[src/rtl/row_fill_pkg.sv]
// Shared constants and FSM state type for the row fill engine.
// Latency: n/a (declarations only).
// Backpressure: n/a.
package row_fill_pkg;
    localparam int PIX_BITS      = 4;
    localparam int PIX_PER_WORD  = 4;
    localparam int WORD_BITS     = PIX_BITS * PIX_PER_WORD;
    localparam int SHEET_X_BITS  = 9;
    localparam int SHEET_Y_BITS  = 9;
    localparam int ROW_ADDR_BITS = 8;
    localparam int LEN_BITS      = 8;
    localparam int PIX_CNT_BITS  = LEN_BITS + 2;

    typedef enum logic [1:0] {
        IDLE = 2'd0,
        RUN  = 2'd1,
        DONE = 2'd2
    } state_t;
endpackage

[src/rtl/pixel_packer.sv]
// MSB-first pixel packer: first pixel of a group lands in the top bits of word.
// Latency: word/word_valid are combinational with the 4th shifted pixel.
// Backpressure: none; every shift_en consumes pix.
module pixel_packer #(
    parameter int PIX_BITS     = 4,
    parameter int PIX_PER_WORD = 4
) (
    input  logic                             Clk,
    input  logic                             Reset_n,
    input  logic                             clr,
    input  logic                             shift_en,
    input  logic [PIX_BITS-1:0]              pix,
    output logic [PIX_BITS*PIX_PER_WORD-1:0] word,
    output logic                             word_valid
);
    localparam int HOLD_BITS = PIX_BITS * (PIX_PER_WORD - 1);
    localparam int CNT_BITS  = $clog2(PIX_PER_WORD);
    localparam logic [CNT_BITS-1:0] LAST = CNT_BITS'(PIX_PER_WORD - 1);

    logic [HOLD_BITS-1:0] hold;
    logic [CNT_BITS-1:0]  cnt;

    // The incoming pixel is the last slot, so a full word is ready on the 4th shift.
    assign word       = {hold, pix};
    assign word_valid = shift_en && (cnt == LAST);

    always_ff @(posedge Clk or negedge Reset_n) begin
        if (!Reset_n) begin
            hold <= '0;
            cnt  <= '0;
        end else if (clr) begin
            hold <= '0;
            cnt  <= '0;
        end else if (shift_en) begin
            hold <= word[HOLD_BITS-1:0];
            cnt  <= (cnt == LAST) ? '0 : cnt + CNT_BITS'(1);
        end
    end
endmodule

[src/rtl/row_fill_engine.sv]
// Copies a span of 4-bit sprite-sheet pixels into row RAM, packed 4 per word.
// Latency: first write 6 cycles after start, then one word every 4 cycles.
// Backpressure: start ignored while ready=0; ROM and RAM never stall.
module row_fill_engine
    import row_fill_pkg::*;
(
    input  logic        Clk,
    input  logic        Reset_n,
    input  logic        start,
    input  logic [8:0]  src_x,
    input  logic [8:0]  src_y,
    input  logic [7:0]  dst_word,
    input  logic [7:0]  len_words,
    output logic        ready,
    output logic        done,
    output logic [17:0] rom_addr,
    input  logic [3:0]  rom_data,
    output logic [7:0]  ram_addr,
    output logic        ram_we,
    output logic [15:0] ram_data
);
    state_t state, state_d;
    logic   accept;

    logic [LEN_BITS-1:0]      len_q;
    logic [PIX_CNT_BITS-1:0]  iss_cnt;
    logic                     addr_vld;
    logic                     cap_vld;
    logic [LEN_BITS-1:0]      wr_cnt;
    logic [ROW_ADDR_BITS-1:0] next_wr;
    logic                     last_pix;
    logic                     last_wr;
    logic [WORD_BITS-1:0]     pk_word;
    logic                     pk_vld;

    assign last_pix = (iss_cnt == {len_q, 2'b00} - PIX_CNT_BITS'(1));
    assign last_wr  = ram_we && (wr_cnt == len_q - LEN_BITS'(1));

    always_ff @(posedge Clk or negedge Reset_n) begin
        if (!Reset_n) state <= IDLE;
        else          state <= state_d;
    end

    always_comb begin
        state_d = state;
        accept  = 1'b0;
        case (state)
            IDLE, DONE: begin
                state_d = IDLE;
                if (start) begin
                    accept  = 1'b1;
                    state_d = (len_words == '0) ? DONE : RUN;
                end
            end
            RUN:     if (last_wr) state_d = DONE;
            default: state_d = IDLE;
        endcase
    end

    pixel_packer #(
        .PIX_BITS     (PIX_BITS),
        .PIX_PER_WORD (PIX_PER_WORD)
    ) u_packer (
        .Clk        (Clk),
        .Reset_n    (Reset_n),
        .clr        (accept),
        .shift_en   (cap_vld),
        .pix        (rom_data),
        .word       (pk_word),
        .word_valid (pk_vld)
    );

    always_ff @(posedge Clk or negedge Reset_n) begin
        if (!Reset_n) begin
            ready    <= 1'b1;
            done     <= 1'b0;
            rom_addr <= '0;
            ram_addr <= '0;
            ram_we   <= 1'b0;
            ram_data <= '0;
            len_q    <= '0;
            iss_cnt  <= '0;
            addr_vld <= 1'b0;
            cap_vld  <= 1'b0;
            wr_cnt   <= '0;
            next_wr  <= '0;
        end else begin
            ready   <= (state_d != RUN);
            done    <= (state_d == DONE);
            ram_we  <= pk_vld;
            cap_vld <= addr_vld;
            if (ram_we) wr_cnt <= wr_cnt + LEN_BITS'(1);
            if (pk_vld) begin
                ram_addr <= next_wr;
                ram_data <= pk_word;
                next_wr  <= next_wr + ROW_ADDR_BITS'(1);
            end
            if (accept) begin
                len_q    <= len_words;
                iss_cnt  <= '0;
                addr_vld <= (len_words != '0);
                wr_cnt   <= '0;
                next_wr  <= dst_word;
                if (len_words != '0) rom_addr <= {src_y, src_x};
            end else if (addr_vld) begin
                // x wraps within the sheet row; y is fixed for the whole span.
                if (last_pix) begin
                    addr_vld <= 1'b0;
                end else begin
                    iss_cnt  <= iss_cnt + PIX_CNT_BITS'(1);
                    rom_addr <= {rom_addr[SHEET_X_BITS+SHEET_Y_BITS-1:SHEET_X_BITS],
                                 rom_addr[SHEET_X_BITS-1:0] + SHEET_X_BITS'(1)};
                end
            end
        end
    end
endmodule
[config.mk]
export PLATFORM = sky130hd
export DESIGN_NAME = row_fill_engine
export DESIGN_NICKNAME = d
export VERILOG_FILES = /design/src/rtl/row_fill_pkg.sv /design/src/rtl/pixel_packer.sv /design/src/rtl/row_fill_engine.sv
export SDC_FILE = /design/constraint.sdc
export NUM_CORES = 1
export LEC_CHECK = 0
export ABC_AREA = 1
export BUFFER_PORTS_ARGS = -buffer_cell sky130_fd_sc_hd__buf_2
export CAP_MARGIN = 20
export CORE_MARGIN = 3
export CORE_UTILIZATION = 58
export CTS_BUF_LIST = sky130_fd_sc_hd__clkbuf_4
export DETAILED_ROUTE_END_ITERATION = 8
export GPL_TIMING_DRIVEN = 0
export PLACE_DENSITY = 0.92
export SYNTH_ARGS = -nofsm -noshare
export SYNTH_HDL_FRONTEND = slang
export SYNTH_SLANG_ARGS = --single-unit
[constraint.sdc]
create_clock -name Clk -period 2.9 [get_ports Clk]
set_clock_uncertainty 0.2 [all_clocks]
set_input_delay 0.145 -clock Clk [delete_from_list [all_inputs] [get_ports Clk]]
set_output_delay 0.145 -clock Clk [all_outputs]
set_load 0.01 [all_outputs]
# After elaboration in Yosys (flattened, before gate mapping)

Cells that the tools add are included.

Bits in registers: 97
Output and inout port bits: 45

Reduce and logical (&&, ||, !) cells: 13
Muxes and demuxes: 25
Add/subtract/negate cells: 7
Equal/unequal tests: 9

Operator list:

| kind                                                | number |
|---|---|
| two-way mux 18 bit                                  | 2 |
| two-way mux 8 bit                                   | 4 |
| two-way mux 10 bit                                  | 3 |
| two-way mux 12 bit                                  | 2 |
| two-way mux 9 bit                                   | 2 |
| adder 8 x 1 -> 8 bit (second input constant)        | 2 |
| two-way mux 2 bit                                   | 6 |
| adder 10 x 1 -> 10 bit (second input constant)      | 1 |
| == test 10 bit                                      | 1 |
| subtractor 10 x 1 -> 10 bit (second input constant) | 1 |
| adder 9 x 1 -> 9 bit (second input constant)        | 1 |
| == test 8 bit                                       | 1 |
| logical NOT 8 bit                                   | 1 |
| nonzero test 2 bit                                  | 4 |
| nonzero test 8 bit                                  | 1 |
| subtractor 8 x 1 -> 8 bit (second input constant)   | 1 |
| == test 2 bit (second input constant)               | 3 |
| two-way mux 1 bit                                   | 5 |
| != test 2 x 1 -> 1 bit (second input constant)      | 2 |
| one-hot mux 2 bit (2 select lines)                  | 1 |
| AND reduction 2 bit                                 | 2 |
| AND reduction 3 bit                                 | 1 |
| adder 2 x 1 -> 2 bit (second input constant)        | 1 |
| == test 2 x 1 -> 1 bit (second input constant)      | 1 |
| other kinds (4)                                     | 5 |

# Depth between registers and ports, before layout

Depth in word-level cells: 6
Mapped depth: 14

# Modules after synthesis

From an unflattened synthesis, not the netlist that was laid out.

Cell total of the unflattened synthesis: 565
Area total of the unflattened synthesis: 4755.8 um2

By module, submodules not included:

| module          | cells each | area an instance (um2) | instances |
|---|---|---|---|
| row_fill_engine | 495        | 4112.7                 | 1 |
| pixel_packer    | 70         | 643.1                  | 1 |

# Worst setup path after synthesis

No wires, ideal clock.

Kind: flip-flop to flip-flop
From: register len_q[0]
To: register iss_cnt[0]
Clock period less this slack: 2072 ps
Required time: 2583 ps
Arrival: 1755 ps
Path buffers: 0
Slack: 828 ps
Cell stages (with the launch flop): 15
Cell sequence: dfrtp_1 -> inv_2 -> ha_1 -> nand2_1 -> inv_1 -> nor2_1 -> nand2_1 -> nor2_2 -> nand3_2 -> nor2_4 -> nand3_4 -> nand2_2 -> nand2_1 -> nand2_1 -> nand2_1

Word-level cells in the longest chain between the ends: 4

RTL lines:

| what                          | RTL line               | RTL |
|---|---|---|
| from (decl)                   | row_fill_engine.sv:25  | `logic [LEN_BITS-1:0] len_q;` |
| from (signal assigned)        | row_fill_engine.sv:99  | `len_q <= len_words;` |
| subtractor 10 x 1 -> 10 bit   | row_fill_engine.sv:36  | `assign last_pix = (iss_cnt == {len_q, 2'b00} - PIX_CNT_BITS'(1));` |
| == test 10 bit                | row_fill_engine.sv:36  |  |
| != test 2 bit (no line)       | --                     |  |
| AND reduction 2 bit (no line) | --                     |  |
| to (signal assigned)          | row_fill_engine.sv:110 | `iss_cnt <= iss_cnt + PIX_CNT_BITS'(1);` |
| to (decl)                     | row_fill_engine.sv:26  | `logic [PIX_CNT_BITS-1:0] iss_cnt;` |

Every way passes these cells.
A chain may end at the register's enable or synchronous reset.

# Final worst setup path

From: register len_q[0]
To: register rom_addr[2]

Word-level cells in the longest chain between the ends: 4

RTL lines:

| what                          | RTL line               | RTL |
|---|---|---|
| subtractor 10 x 1 -> 10 bit   | row_fill_engine.sv:36  |  |
| == test 10 bit                | row_fill_engine.sv:36  |  |
| != test 2 bit (no line)       | --                     |  |
| AND reduction 3 bit (no line) | --                     |  |
| to (signal assigned)          | row_fill_engine.sv:104 | `if (len_words != '0) rom_addr <= {src_y, src_x};` |
| to (signal assigned)          | row_fill_engine.sv:111 | `rom_addr <= {rom_addr[SHEET_X_BITS+SHEET_Y_BITS-1:SHEET_X_BITS],` |
| to (decl)                     | row_fill_engine.sv:16  | `output logic [17:0] rom_addr,` |

Every way passes these cells.

==> flow_summary_export.csv <==
group,metric,value,unit
place,hpwl,8912,µm
setup_path,arrival,2740,ps
place,postPlaceCellArea,0.005493,mm²
hold_path,min_path_type,"in -> async",
floorplan,start_util,61.71,%
pwr,vdd_drop_max,0.0005937,V
synthesis,netlist_area,0.004917,mm²
routing,first_iter_violations,465,
setup_path,cp-end-kind,"register",
synthesis,syn_avg_cell_area,8.278,µm²
place,portBuffers,85,
clock_network,clock_sinks,97,
sta,fin_crit_sh,88.39,%
grt,grt_start_max_net_pins,54,
clock_network,postCtsResizedCells,0,
setup_path,critPathKind,"reg -> reg",
clock_network,hold_buffers,39,
setup_path,cp-start-kind,"register",
routing,vias_per_cell,5.722,
clock_network,cts_tree,"done",
setup_path,cp_num_buf_inv,2,
floorplan,dieArea,0.009619,mm²
sta,worst-slew-pin-transition,706.2,ps
outcome,outcome,"finished clean",
routing,first_pass_iters,6,
sta,setup_viol_count_final,0,
grt,grt_antenna_before_repair,0,
routing,vias,4789,
clock_network,clock-root-buffer,"clkbuf_4",
sta,fin_setup_tns,0,ps
pwr,leakagePower,3.056,nW
place,gp_congestion,0.8880,
synthesis,synth_cell_types,38,
setup_path,critical_path_peak_fanout,9,
grt,grt_pass1_wl,23030,µm
clock_network,clock_latency,460,ps
synthesis,yosys_warnings,0,
clock_network,cts_made_buffers,9,
sta,maxSlewHeadroom,52.48,%
sta,fin_crit,2563,ps
sta,hold_violations,0,
synthesis,yosysSeqAreaShare,49.39,%
final_layout,areaGrowthSynthToFinish,22.26,%
grt,grt-ovfl-total,0,
clock_network,htree_levels,3,
setup_path,crit_slowest_cell,"dfrtp_1",
routing,ant_nets,0,
clock_network,cts.path.max_buffers,2,
clock_network,path_clk_slew,160,ps
routing,drt-total-wl,13490,µm
grt,grt_use_total,29.28,%
synthesis,ys_ff_latch,97,
pwr,power-per-cell-area,1008,mW/mm²
setup_path,cp_cell_sequence,"inv_2, ha_1, nand2_1, inv_1, nor2_1, nand2_1, nor2_2, nand4_1, nor2_1, nand3_1, nand4_1, nand2_1",
synthesis,syn_nets,641,
setup_path,crit_required,3070,ps
sta,rsz0062_at_grt,"no",
routing,drc,0,
routing,post_drt_wl_per_cell,16.11,µm
final_layout,diodes,0,
final_layout,drive_gt1_share,20.14,%
setup_path,crit_family,"simple AND/OR/NAND/NOR gates",
setup_path,cpMostUsedCell,"nand2_1",
setup_path,crit_path_max_incr_delay,480,ps
synthesis,netlist_instances,594,
final_layout,final_common_cell,"nand2_1",
floorplan,io-pin-count,86,
final_layout,fillers,529,
sta,max_freq,390.1,MHz
sta,final_max_slew_viol_count,0,
final_layout,postLayoutCellArea,0.006012,mm²
floorplan,core_region_area,0.007968,mm²
final_layout,final-seq-area,0.002429,mm²
floorplan,die_x,98.08,µm
final_layout,fin_nets,777,
setup_path,rrSetupSlack,340,ps
final_layout,multi_input_area,0.002146,mm²
clock_network,post_cts_buffers,0,
floorplan,rows,32,
final_layout,mostFrequentLayoutCells,"nand2_1, dfrtp_1, buf_2",
run,drv_cap,0,
floorplan,die_h,98.08,µm
grt,grt_pass1_vias,4934,
==> logic make-up (layout without fill, tap and decap cells) <==
family          count (synthesis)  after routing  share of synthesized area, %
compound gates                 87             87                         9.237
xor+xnor                       17             17                         3.028
fa+ha+maj                       6              6                         1.527
buf+inv                        86            227                         6.972
flops                          97             97                         49.39
mux                             9              9                         2.061
simple gates                  292            292                         27.79
==> cell usage after synthesis <==
cell | n | area, µm²
mux2_2 | 9 | 101.4
dfstp_2 | 1 | 26.28
ha_1 | 6 | 75.07
a31oi_1 | 2 | 12.51
nand2_4 | 1 | 11.26
o221ai_1 | 1 | 8.760
buf_1 | 1 | 3.750
a221o_1 | 1 | 10.01
a22o_1 | 1 | 8.760
nor4_1 | 3 | 18.77
nor3_2 | 1 | 10.01
clkinv_1 | 1 | 3.750
xnor2_1 | 2 | 17.52
o22ai_1 | 1 | 6.260
and3_1 | 1 | 6.260
nand2_1 | 150 | 563.0
clkbuf_1 | 18 | 67.56
nor2_1 | 42 | 157.7
xor2_1 | 15 | 131.4
o211ai_1 | 1 | 7.510
or2_2 | 1 | 6.260
a21oi_1 | 25 | 125.1
nor2_2 | 4 | 25.02
nand2_2 | 4 | 25.02
inv_1 | 57 | 214.0
dfrtp_1 | 96 | 2402
o21ai_1 | 1 | 5.000
inv_2 | 3 | 11.26
buf_2 | 4 | 20.02
nand3_1 | 42 | 210.2
nand4_1 | 18 | 112.6
nand3_2 | 11 | 110.1
buf_6 | 2 | 22.52
nand3_4 | 1 | 17.52
nor2_4 | 4 | 45.04
nor3_1 | 8 | 40.04
o21ai_0 | 54 | 270.3
nor3b_1 | 1 | 7.510
==> per-stage QoR <==
stage	power (mW)	setup WS [ps]	std cells	utilization, %	hold WS, ps
6_report	6.059	336.8	837	75.46	48.95
5_1_grt	6.530	137.1	837	75.46	98.62
3_3_place_gp	5.025	505.6	781	68.66	167.3
3_5_place_dp	5.219	427.1	782	68.94	38.39
4_1_cts	5.964	391.4	837	75.46	53.21
2_1_floorplan	4.313	828.0	594	-	-350.6
==> worst paths after layout <==
check                      depth (start not counted)                       end                           from
max in group asynchronous                          3   ram_data[8]$_DFFE_PN0P_                        Reset_n
min in group Clk                                   6    iss_cnt[3]$_DFFE_PN0P_                          start
hold reg to reg                                    2  ram_data[15]$_DFFE_PN0P_  u_packer.hold[11]$_DFFE_PN0P_
setup reg to reg                                  12   rom_addr[2]$_DFFE_PN0P_           len_q[0]$_DFFE_PN0P_
hold / removal                                     2      len_q[1]$_DFFE_PN0P_                        Reset_n
setup / recovery                                  12   rom_addr[2]$_DFFE_PN0P_           len_q[0]$_DFFE_PN0P_
==> worst reg2reg max path: cells and delay by family (launching register included) <==
| kind | cells | cell delay (ps) |
|---|---|---|
| flops | 1 | 480 |
| buf+inv | 2 | 160 |
| fa+ha+maj | 1 | 370 |
| simple gates | 9 | 1270 |
==> power by group <==
group          switching (mW)  total [mW]  internal, mW
Clock                   0.509       0.704         0.195
Sequential              0.516        2.46          1.95
Combinational            1.80        2.89          1.09
Total                    2.82        6.06          3.24
==> sequential cells by signal (all words and copies together), names as in the netlist, 8 cells and up <==
| register | cells |
|---|---|
| rom_addr | 18 |
| ram_data | 16 |
| wr_cnt | 8 |
| ram_addr | 8 |
| len_q | 8 |
| iss_cnt | 10 |
| next_wr | 8 |
| u_packer.hold | 12 |
==> cell type report <==
type / count / share of cell area (%)
buffer: 25 / 1.894
clock buffer: 9 / 1.124
clock inverter: 7 / 1.020
inverter: 61 / 3.809
multi-input combinational: 411 / 35.69
sequential: 97 / 40.40
tap: 102 / 2.123
timing repair buffer: 125 / 13.94
==> metal layers <==
metal	vias to the layer above	GRT usage (%)	share of wire, %
li1	2217	-	-
met1	2285	36.69	39
met2	245	50.99	51
met3	42	5.214	7.7
met4	0	10.33	2.4
met5	-	0	0
Note: power is estimated with default switching activity, not from simulation.
